### src/rtl/conv_scheduler.sv
// conv_scheduler: walks oy/ox/ky/kx over a convolution job, emitting tap addresses
// and counting window results until every output window has been reported.
module conv_scheduler #(
  parameter int ADDR_WIDTH = 13,
  parameter int MAX_MACS   = 64
) (
  input  logic                  clk,
  input  logic                  rst,
  input  logic                  start,
  input  logic [ADDR_WIDTH-1:0] img_row,
  input  logic [ADDR_WIDTH-1:0] img_col,
  input  logic [ADDR_WIDTH-1:0] ker_row,
  input  logic [ADDR_WIDTH-1:0] ker_col,
  input  logic [ADDR_WIDTH-1:0] img_base,
  input  logic [ADDR_WIDTH-1:0] ker_base,
  input  logic [ADDR_WIDTH-1:0] out_base,
  input  logic                  tap_ready,
  input  logic                  res_valid,
  output logic                  tap_valid,
  output logic [ADDR_WIDTH-1:0] img_addr,
  output logic [ADDR_WIDTH-1:0] ker_addr,
  output logic                  last_tap,
  output logic [ADDR_WIDTH-1:0] out_addr,
  output logic                  busy,
  output logic                  done,
  output logic                  cfg_err
);
  localparam int AW = ADDR_WIDTH;
  localparam logic [AW-1:0] ONE = AW'(1);
  localparam logic [2*AW-1:0] MACS = (2*AW)'(MAX_MACS);
  typedef enum logic [2:0] {IDLE, CHECK, RUN, DRAIN, DONE} state_t;
  state_t r_state;
  logic [AW-1:0] r_img_row, r_img_col, r_ker_row, r_ker_col, r_img_base, r_ker_base, r_out_base;
  logic [AW-1:0] r_oy, r_ox, r_ky, r_kx, r_res_cnt;
  logic [AW-1:0] w_out_row, w_out_col, w_total, w_oy, w_ox, w_ky, w_kx;
  logic [2*AW-1:0] w_macs;
  logic w_bad, w_kx_end, w_ky_end, w_ox_end, w_oy_end, w_win_end, w_first, w_accept, w_load, w_count;
  // w_* indices are the tap to present next: all-zero from CHECK, else the successor of r_*
  always_comb begin
    w_out_row = r_img_row - r_ker_row + ONE;
    w_out_col = r_img_col - r_ker_col + ONE;
    w_total   = w_out_row * w_out_col;
    w_macs    = {{AW{1'b0}}, r_ker_row} * {{AW{1'b0}}, r_ker_col};
    w_bad     = r_ker_row == '0 || r_ker_col == '0 || r_ker_row > r_img_row ||
                r_ker_col > r_img_col || w_macs > MACS;
    w_kx_end  = r_kx == r_ker_col - ONE;
    w_ky_end  = r_ky == r_ker_row - ONE;
    w_ox_end  = r_ox == w_out_col - ONE;
    w_oy_end  = r_oy == w_out_row - ONE;
    w_win_end = w_kx_end && w_ky_end;
    w_first   = r_state == CHECK;
    w_kx      = (w_first || w_kx_end) ? '0 : r_kx + ONE;
    w_ky      = (w_first || w_win_end) ? '0 : w_kx_end ? r_ky + ONE : r_ky;
    w_ox      = (w_first || (w_win_end && w_ox_end)) ? '0 : w_win_end ? r_ox + ONE : r_ox;
    w_oy      = w_first ? '0 : (w_win_end && w_ox_end) ? r_oy + ONE : r_oy;
    w_accept  = tap_valid && tap_ready;
    w_load    = (w_first && !w_bad) ||
                (r_state == RUN && w_accept && !(w_win_end && w_ox_end && w_oy_end));
    w_count   = res_valid && (r_state == RUN || r_state == DRAIN) && r_res_cnt != '1;
  end
  always_ff @(posedge clk or negedge rst) begin
    if (!rst) begin
      r_state    <= IDLE;
      r_img_row  <= '0;
      r_img_col  <= '0;
      r_ker_row  <= '0;
      r_ker_col  <= '0;
      r_img_base <= '0;
      r_ker_base <= '0;
      r_out_base <= '0;
      r_oy       <= '0;
      r_ox       <= '0;
      r_ky       <= '0;
      r_kx       <= '0;
      r_res_cnt  <= '0;
      tap_valid  <= 1'b0;
      img_addr   <= '0;
      ker_addr   <= '0;
      last_tap   <= 1'b0;
      out_addr   <= '0;
      busy       <= 1'b0;
      done       <= 1'b0;
      cfg_err    <= 1'b0;
    end else begin
      done <= 1'b0;
      if (w_count) r_res_cnt <= r_res_cnt + ONE;
      if (w_load) begin
        r_oy     <= w_oy;
        r_ox     <= w_ox;
        r_ky     <= w_ky;
        r_kx     <= w_kx;
        img_addr <= r_img_base + (w_oy + w_ky) * r_img_col + w_ox + w_kx;
        ker_addr <= r_ker_base + w_ky * r_ker_col + w_kx;
        last_tap <= w_ky == r_ker_row - ONE && w_kx == r_ker_col - ONE;
        out_addr <= r_out_base + w_oy * w_out_col + w_ox;
      end
      case (r_state)
        IDLE: if (start) begin
          r_img_row  <= img_row;
          r_img_col  <= img_col;
          r_ker_row  <= ker_row;
          r_ker_col  <= ker_col;
          r_img_base <= img_base;
          r_ker_base <= ker_base;
          r_out_base <= out_base;
          r_res_cnt  <= '0;
          cfg_err    <= 1'b0;
          busy       <= 1'b1;
          r_state    <= CHECK;
        end
        CHECK: begin
          r_state   <= w_bad ? DONE : RUN;
          cfg_err   <= w_bad;
          done      <= w_bad;
          tap_valid <= !w_bad;
        end
        RUN: if (w_accept && !w_load) begin
          tap_valid <= 1'b0;
          last_tap  <= 1'b0;
          r_state   <= DRAIN;
        end
        DRAIN: if (r_res_cnt >= w_total) begin
          done    <= 1'b1;
          r_state <= DONE;
        end
        default: begin
          busy    <= 1'b0;
          r_state <= IDLE;
        end
      endcase
    end
  end
endmodule
### config.mk
export PLATFORM = sky130hd
export DESIGN_NAME = conv_scheduler
export DESIGN_NICKNAME = d
export VERILOG_FILES = /design/src/rtl/conv_scheduler.sv
export SDC_FILE = /design/constraint.sdc
export NUM_CORES = 2
export LEC_CHECK = 0
export BUFFER_PORTS_ARGS = -buffer_cell sky130_fd_sc_hd__buf_2
export CORE_MARGIN = 5
export CORE_UTILIZATION = 55
export DETAILED_ROUTE_END_ITERATION = 10
export PLACE_DENSITY = 0.7
export SYNTH_ARGS = -nofsm -noshare
export SYNTH_HDL_FRONTEND = slang
export SYNTH_SLANG_ARGS = --single-unit
### constraint.sdc
create_clock -name clk -period 22 [get_ports clk]
set_input_delay 4.4 -clock clk [delete_from_list [all_inputs] [get_ports clk]]
set_output_delay 4.4 -clock clk [all_outputs]
set_load 0.03 [all_outputs]
==> run metrics <==
critical path endpoint img_addr[12]$_DFFE_PN0P_; reg2reg start r_ker_col[0]$_DFFE_PN0P_; hold buffer count at cts 0; hold crit path type reg2reg; Initial Util 55.4%; layout cells sized above 1 8.95%; core region area 57600 um2; largest family of logic cells by synthesized area adder cells; sequential fraction of the synthesis area 15.9%; I/O pin cnt 140; total grt overflow 0; Worst path most repeated cell xnor2_1; simple-gate area share of the yosys netlist 17.1%; startpoint class of the critical path flip-flop; Detailed Routing Iterations Pass 1 5; RSZ-0062 raised after global routing no; gpl congestion 0.975; WS Path Type reg2reg; warnings from Yosys 0; Antenna Cells 0; # port buffers 139; Layout area overhead 7.95%; first-pass GRT wire length 148000 um; CTS Buf Count 28; reg2reg end img_addr[12]$_DFFE_PN0P_; clk buf depth 3; setup TNS 0 ns; most frequent cells in the layout inv_1 (601), nand2_1 (531), fa_1 (389), ha_1 (328), xnor2_1 (220); Crit Path Max Fanout 20; vias in the first global route 26400; Worst Skew 0.0415 ns; WHS 0.472 ns; CP delay by family, top adder cells; Detailed Place HPWL 71900 um; TritonCTS clock tree yes; Vias/cell 5.69; R2R Setup Slk 8.30 ns; max_cap viols 0; worst skew pair latency 0.61 ns; post-route ant nets 0; mux cell area share after synthesis 2.45%; Worst path depth 47; largest net degree at the start of global routing 101; WL/cell 20.2 um; CTS resizes 0; Setup violations, final 0; Crit. End Element flip-flop; commonest non-fill, non-tap cell in the layout inv_1; Worst path slowest cell a2111oi_0; final-report hold violation count 0; Tightest Pin Transition 1.18 ns; xor/xnor share of the synthesized area 9.18%; status completed; R2R cell count 47; Post-Syn Area 31900 um2; cell count after synthesis 3698; initial drt markers 1803; CTS root buf clkbuf_16; Row Count 88; Die ar. 63000 um2; final wirelength 92100 um; Max Fclk 0.0730 GHz; worst path required time 22.45 ns; Post-synth EDFFs 0; Syn Nets 4511; total global-route track usage 29.4%; Critical path buffers and inverters 3; Die Span X 251 um; DR DRC count 0; post-CTS setup buffers 0; Compound-Gate Fraction of Synth Area 8.95%; Sink Count 203; H-tree depth 1; Synth Register Bits 203; post-route minimum period 13.70 ns; fin nets 4577; Synth Flop Type dfrtp_1; worst endpoint data arrival time 14.15 ns; DR vias 25900; initial antenna violation count 0; clock slew at reported path FFs 0.07 ns; CP startpoint r_ker_col[0]$_DFFE_PN0P_; Die Y 251 um; syn_area_per_cell 8.63 um2; Hold Path Stages 2; Final Max Slew Viols 0; Max stage delay on crit path 0.86 ns; max_slew headroom 19.2%; Period Utilization, post-route 62.3%; Distinct cells, synth 80; Synth Area in Adders 37.2%; asr flop ratio synth 100%
## logic make-up (layout without fill, tap and decap cells)
logic type | after synthesis | after routing
mux | 71 | 71
simple gates | 1155 | 1155
buf+inv | 777 | 865
compound gates | 461 | 461
xor+xnor | 314 | 314
fa+ha+maj | 717 | 717
flops | 203 | 203
## worst reg2reg max path: cells and delay by family, from the launching register on
kind / cells / cell delay [ns]
adders and majority gates: 10 / 4.25
and+or+nand+nor: 11 / 2.94
xor gates and xnor gates: 13 / 2.36
AOI/OAI and AO/OA: 9 / 2.17
buffers and inverters: 3 / 1.21
DFF: 1 / 0.38
muxes: 1 / 0.25
## synth_stat cells (34+ instances only)
library cell / number / share of area [%]
a21oi_1: 88 / 1.4
clkbuf_1: 138 / 1.6
xor2_1: 81 / 2.2
a21o_1: 34 / 0.80
dfrtp_1: 203 / 16
ha_1: 328 / 13
nor2_1: 195 / 2.3
nor3_1: 66 / 1.0
and2_1: 90 / 1.8
nand3_1: 45 / 0.71
mux2_2: 58 / 2.0
fa_1: 389 / 24
nand2_1: 531 / 6.2
o21ai_0: 180 / 2.8
xnor2_1: 220 / 6.0
inv_1: 601 / 7.1
## metrics by stage
stage	instances	cell area [um2]	setup slack [ns]	utilization [%]
floorplan	3698	31900	9.91	-
global placement	4499	33500	8.85	58.1
detailed placement	4499	33500	8.61	58.1
CTS	4551	34500	8.52	59.9
global route	4551	34500	7.41	59.9
finish	4551	34500	8.30	59.9
## layer usage
metal	up-vias	track usage (%)	part of all wire (%)	wire length (um)
met3	205	4.55	7.3	6750
met4	0	9.68	4.1	3810
met5	-	0	0	0
met1	12800	40.0	42	38200
met2	930	48.6	47	43300
li1	12000	-	-	-
## registers in the layout (all words and copies together) (netlist names)
register and count:
img_addr 13, ker_addr 13, out_addr 13, r_img_base 13, r_img_col 13, r_img_row 13
r_ker_base 13, r_ker_col 13, r_ker_row 13, r_kx 13, r_ky 13, r_out_base 13
r_ox 13, r_oy 13, r_res_cnt 13, r_state 3, busy 1, cfg_err 1
done 1, last_tap 1, tap_valid 1
## worst min-delay path by stage
| stage | startpoint | endpoint | slack [ns] |
|---|---|---|---|
| 6_report | out_addr[5]$_DFFE_PN0P_ | out_addr[5]$_DFFE_PN0P_ | 0.47 |
| 5_1_grt | out_addr[7]$_DFFE_PN0P_ | out_addr[7]$_DFFE_PN0P_ | 0.49 |
| 4_1_cts | img_addr[8]$_DFFE_PN0P_ | img_addr[8]$_DFFE_PN0P_ | 0.48 |
| 3_5_place_dp | img_addr[8]$_DFFE_PN0P_ | img_addr[8]$_DFFE_PN0P_ | 0.47 |
| 3_3_place_gp | img_addr[7]$_DFFE_PN0P_ | img_addr[7]$_DFFE_PN0P_ | 0.46 |
| 2_1_floorplan | r_ox[9]$_DFFE_PN0P_ | r_ox[9]$_DFFE_PN0P_ | 0.47 |
## layout make-up
class	instances	area (um2)
Multi-Input combinational cell	2718	24000
Inverter	610	2290
Tap cell	765	957
Sequential cell	203	5080
Clock inverter	14	224
Fill cell	5170	23100
Clock buffer	38	778
Timing Repair Buffer	203	1190
Power is left out: the tool's default activity adds up to more than one toggle a clock period on the data nets, which glitch-free logic cannot reach.
